--- config.mk ---
export PLATFORM = sky130hd
export DESIGN_NAME = fft_frame_ctrl
export DESIGN_NICKNAME = d
export VERILOG_FILES = /design/src/rtl/fft_frame_ctrl.sv
export SDC_FILE = /design/constraint.sdc
export NUM_CORES = 1
export LEC_CHECK = 0
export CORE_UTILIZATION = 52
export CTS_BUF_LIST = sky130_fd_sc_hd__clkbuf_2 sky130_fd_sc_hd__clkbuf_4 sky130_fd_sc_hd__clkbuf_8
export DETAILED_ROUTE_END_ITERATION = 16
export DONT_BUFFER_PORTS = 1
export GPL_TIMING_DRIVEN = 0
export HOLD_SLACK_MARGIN = 0.05
export PLACE_DENSITY = 0.69
export SLEW_MARGIN = 30
export SYNTH_ARGS = -nofsm -noshare
export SYNTH_HDL_FRONTEND = slang
export SYNTH_SLANG_ARGS = --single-unit
--- constraint.sdc ---
create_clock -name clk -period 2.7 [get_ports clk]
set_input_delay 0.54 -clock clk [delete_from_list [all_inputs] [get_ports clk]]
set_output_delay 0.54 -clock clk [all_outputs]
set_load 0.005 [all_outputs]
--- src/rtl/fft_frame_ctrl.sv ---
// fft_frame_ctrl: frames a sample stream into FFT_N-sample blocks for an FFT core and
// times the spectrum-energy accumulator and filtered-bin strobes off the core's output.
module fft_frame_ctrl #(
    parameter int FFT_N   = 256,
    parameter int MUL_LAT = 2,
    parameter int OUT_DLY = 260
) (
    input  logic        clk,
    input  logic        rst,
    input  logic        en,
    input  logic        din_valid,
    input  logic [15:0] din,
    input  logic        sink_ready,
    output logic        sink_valid,
    output logic        sink_sop,
    output logic        sink_eop,
    output logic [15:0] sink_real,
    input  logic        source_valid,
    input  logic        source_sop,
    input  logic        source_eop,
    output logic        acc_clr,
    output logic        acc_en,
    output logic        gate_load,
    output logic        out_valid,
    output logic        out_sop,
    output logic [15:0] in_frames,
    output logic [15:0] out_frames,
    output logic        overrun,
    output logic        frame_err
);
    localparam int CW = $clog2(FFT_N);
    localparam logic [CW-1:0] LAST = CW'(FFT_N - 1);

    typedef enum logic [1:0] {IDLE, LOAD, DRAIN} state_t;
    state_t state, state_nx;

    logic              full, xfer, last, cap;
    logic [15:0]       hold;
    logic [CW-1:0]     cnt, bin, bin_cur;
    logic              sop_beat, eop_beat, in_flight, last_eop;
    logic [MUL_LAT-1:0] clr_d, accen_d;
    logic [MUL_LAT:0]   gate_d;
    logic [OUT_DLY-1:0] ov_d, os_d;

    assign xfer     = full & sink_ready;
    assign last     = cnt == LAST;
    // the sample arriving alongside the final transfer of a stopping frame is not kept
    assign cap      = (state == LOAD) & din_valid & (~full | xfer) & ~(xfer & last & ~en);
    assign sop_beat = source_valid & source_sop;
    assign eop_beat = source_valid & source_eop;
    assign bin_cur  = source_sop ? '0 : bin;

    assign sink_valid = full;
    assign sink_real  = hold;
    assign sink_sop   = full & (cnt == '0);
    assign sink_eop   = full & last;
    assign acc_clr    = clr_d[MUL_LAT-1];
    assign acc_en     = accen_d[MUL_LAT-1];
    assign gate_load  = gate_d[MUL_LAT];
    assign out_valid  = ov_d[OUT_DLY-1];
    assign out_sop    = os_d[OUT_DLY-1];

    always_comb begin
        state_nx = state;
        case (state)
            IDLE:    state_nx = en ? LOAD : IDLE;
            LOAD:    state_nx = (xfer && last && !en) ? DRAIN : LOAD;
            DRAIN:   state_nx = (bin == '0 && !in_flight) ? IDLE : DRAIN;
            default: state_nx = IDLE;
        endcase
    end

    always_ff @(posedge clk) begin
        if (rst) begin
            state      <= IDLE;
            full       <= 1'b0;
            hold       <= '0;
            cnt        <= '0;
            in_frames  <= '0;
            overrun    <= 1'b0;
        end else begin
            state      <= state_nx;
            full       <= cap ? 1'b1 : xfer ? 1'b0 : full;
            hold       <= cap ? din : hold;
            cnt        <= (state == IDLE) ? '0 : xfer ? cnt + 1'b1 : cnt;
            in_frames  <= in_frames + 16'(xfer & last);
            overrun    <= overrun | ((state == LOAD) & din_valid & full & ~xfer);
        end
    end

    // bin holds the index expected for the next source beat, so it wraps to 0 after a full frame
    always_ff @(posedge clk) begin
        if (rst) begin
            bin        <= '0;
            in_flight  <= 1'b0;
            last_eop   <= 1'b0;
            out_frames <= '0;
            frame_err  <= 1'b0;
            clr_d      <= '0;
            accen_d    <= '0;
            gate_d     <= '0;
            ov_d       <= '0;
            os_d       <= '0;
        end else begin
            if (source_valid) begin
                bin       <= bin_cur + 1'b1;
                last_eop  <= source_eop;
                in_flight <= source_eop ? 1'b0 : source_sop ? 1'b1 : in_flight;
            end
            out_frames <= out_frames + 16'(eop_beat);
            frame_err  <= frame_err | (eop_beat & (bin_cur != LAST))
                                    | (sop_beat & (bin != '0) & ~last_eop);
            clr_d      <= (clr_d << 1) | MUL_LAT'(sop_beat);
            accen_d    <= (accen_d << 1) | MUL_LAT'(source_valid);
            gate_d     <= (gate_d << 1) | (MUL_LAT + 1)'(eop_beat);
            ov_d       <= (ov_d << 1) | OUT_DLY'(source_valid);
            os_d       <= (os_d << 1) | OUT_DLY'(sop_beat);
        end
    end
endmodule

==> flow_summary.yaml <==
status:
  outcome: "finished clean"
synth:
  synth.top_cell.area_share: 0.695
  yosysTopAreaCell: "dfxtp_1"
  ys_seq_area_frac: 0.695
  synth.most_common_cell: "dfxtp_1"
  synth_ff_type: "dfxtp_1"
  async_flop_share: 0
  syn-instance-count: 1455
  synthTopCellsByArea: "dfxtp_1 70%, nor2b_1 19%, clkbuf_1 1.4%"
  syn_nets: 1486
  synth_common_cells: "594 x dfxtp_1, 529 x nor2b_1, 65 x clkbuf_1"
  ys.warnings.count: 0
  syn-cell-area_mm2: 0.0171
  yosysUniqueCellTypes: 43
  avgSynthCellArea_um2: 11.8
  synth-edff-count: 0
  ys_ff_latch: 594
setup_path:
  r2r-start: "cnt[1]$_SDFFE_PP0P_"
  cp_top_family: "simple AND/OR/NAND/NOR gates"
  cp_num_buf_inv: 1
  crit_fanout: 6
  crit_path_start_kind: "flop"
  max_stage_delay_ns: 0.44
  cp.required_ns: 3.18
  critical_path_class: "reg -> reg"
  cpMostUsedCell: "ha_1"
  critPathLaunch: "cnt[1]$_SDFFE_PP0P_"
  crit_chain: "ha_1 > nand2_1 > or3_1 > inv_1 > ha_1 > and2_0 > and4_1 > a21oi_1 > a31o_2"
  arrival_ns: 2.94
  cp_slowest_cell: "or3_1"
  end_kind: "flop"
global_route:
  grt_pass1_wl_mm: 41.9
  antenna_found_initial: 0
  grt_max_degree: 13
  grt_pass1_vias: 9118
  grt-ovfl-total: 0
  grt_use_total: 0.150
power_and_ir_drop:
  total_power_mw: 16.6
  ir_drop_uv: 421
  p_leak_nw: 7.68
  p_per_area_mw_per_mm2: 845
floorplanning:
  die_w_um: 183
  die_h_um: 183
  die_area_mm2: 0.0336
  core.rowCount: 66
  initial_core_util: 0.527
  io_pins: 82
  core_area_mm2: 0.0325
layout:
  layout.nets: 1576
  stdcell_count: 2056
  fill_cells: 2637
  drive_gt1_frac: 0.113
  seq_area_mm2: 0.0119
  multi_input_area_mm2: 0.00490
  n_antenna_cell: 0
  synthToLayoutAreaGrowth_pct: 14.5
timing:
  period_share: 0.913
  holdWs_ns: 0.110
  fmax_ghz: 0.406
  hold_viol_final: 0
  setup_viol: 0
  slew_headroom: 0.499
  worst_pin_slew_ns: 0.751
  setup_tns_ns: 0
  drv_slew: 0
  setup_ws_ns: 0.234
  rsz0062_at_grt: "no"
  layout_min_cycle_time_ns: 2.47
  finClkSkew_ns: 0.0261
cts:
  cts_setup_buffers: 0
  cts_made_buffers: 86
  cts-root-buf: "clkbuf_8"
  insertion_delay_ns: 0.60
  cts_resized: 0
  clkSinkCount: 594
  cts.path.max_buffers: 3
  h-tree-depth: 3
  clk_pin_slew_ns: 0.06
  cts_tree: "built"
worst_hold_path:
  worstHoldStart: "source_valid"
  hp-class: "in -> reg"
run:
  cap_violations: 0
placement:
  dp_cells: 1897
  port_buffers: 0
  dp_slack_ns: 0.129
  post-dp-hpwl_mm: 13.8
  gp_congestion: 0.779
detailed_routing:
  drt-total-wl_mm: 24.1
  drc: 0
  drt_iter0_markers: 300
  antenna_left: 0
  vias: 9137
  wl_per_cell_um: 11.7
  vias_per_cell: 4.44
  drt_first_pass_iters: 5
-- layout by cell type (no fill, tap or decap), types with 3 or more instances in the layout --
master and instances:
ha_1 7, or3_1 4, nor2b_1 529, dfxtp_1 594, o21ai_0 22, inv_1 6
or3b_2 13, and2_1 8, nor3_1 4, xor2_1 21, nand4_1 15, clkbuf_1 65
nor2_1 43, and4_1 6, and3_1 5, and4b_1 3, a21oi_1 32, buf_1 5
xnor2_1 11, nand2_1 20, clkbuf_8 113, or3b_1 3, clkbuf_4 25, nand3_1 12
clkinv_2 11
-- where the power goes --
group,internal (mW),switching (mW),total (mW),leakage [nW]
clock network,4.31,3.21,7.53,1.02
logic,0.0536,0.167,0.221,1.87
registers,8.79,0.0185,8.81,4.79
-- state kept, by name, summed over array words and instances (netlist names) --
signal / count
overrun: 1
last_eop: 1
cnt: 8
accen_d: 1
gate_d: 3
clr_d: 1
state: 2
os_d: 259
ov_d: 259
sink_valid: 1
in_frames: 16
frame_err: 1
in_flight: 1
out_frames: 16
sink_real: 16
bin: 8
-- worst register-to-register path, cell delays in order, from the launching register on --
cell and delay (ns):
dfxtp_1 0.36, ha_1 0.18, nand2_1 0.16, or3_1 0.44, inv_1 0.10, ha_1 0.16
and2_0 0.32, and4_1 0.32, a21oi_1 0.10, a31o_2 0.21
-- layer usage --
metal | global-route usage | vias up | part of all wire | wire [um]
met1 | 0.202 | 4205 | 0.51 | 12200
met5 | 0 | - | 0 | 0
met3 | 0.0403 | 58 | 0.042 | 1020
met2 | 0.224 | 126 | 0.42 | 10200
met4 | 0.0697 | 0 | 0.029 | 690
li1 | - | 4748 | - | -
-- path summary, 6_finish.rpt --
path | slack [ns] | to | cells after the start
max | 0.23 | in_frames[15]$_SDFF_PP0_ | 9
min | 0.11 | accen_d[0]$_SDFF_PP0_ | 2
max reg2reg | 0.23 | in_frames[15]$_SDFF_PP0_ | 9
min reg2reg | 0.41 | os_d[153]$_SDFF_PP0_ | 1
-- through the flow --
step | instance area [um^2] | util
after global placement | 17700 | 0.544
after CTS | 19600 | 0.604
final | 19600 | 0.604
after global routing | 19600 | 0.604
after detailed placement | 17700 | 0.544
after floorplan | 17100 | -
-- repair_timing --
action | 4_1_cts | 5_1_grt
hold endpoints to repair | 2 | 0
endpoints found under the setup margin | 0 | 0
hold buffers | 2 | 0
-- kinds of logic (layout without fill, tap and decap cells) --
kind of cell,Yosys count,count (layout),share of synthesized area
AO/OA/AOI/OAI,63,63,0.0200
XOR/XNOR,32,32,0.0164
adder cells (fa/ha/maj),7,7,0.00512
buffers and inverters,80,239,0.0181
flip-flops,594,594,0.695
multiplexers,1,1,0.000585
AND/OR/NAND/NOR,678,678,0.245
-- cell type report --
type / instances / share of cell area
flip-flops and latches: 594 / 0.607
multi-input cells: 781 / 0.250
clock buffers: 138 / 0.0890
well taps: 442 / 0.0282
plain buffers: 74 / 0.0147
clock inverters: 19 / 0.00869
inverters: 6 / 0.00115
repair buffers: 2 / 0.00102
Note: power is estimated with default switching activity, not from simulation.
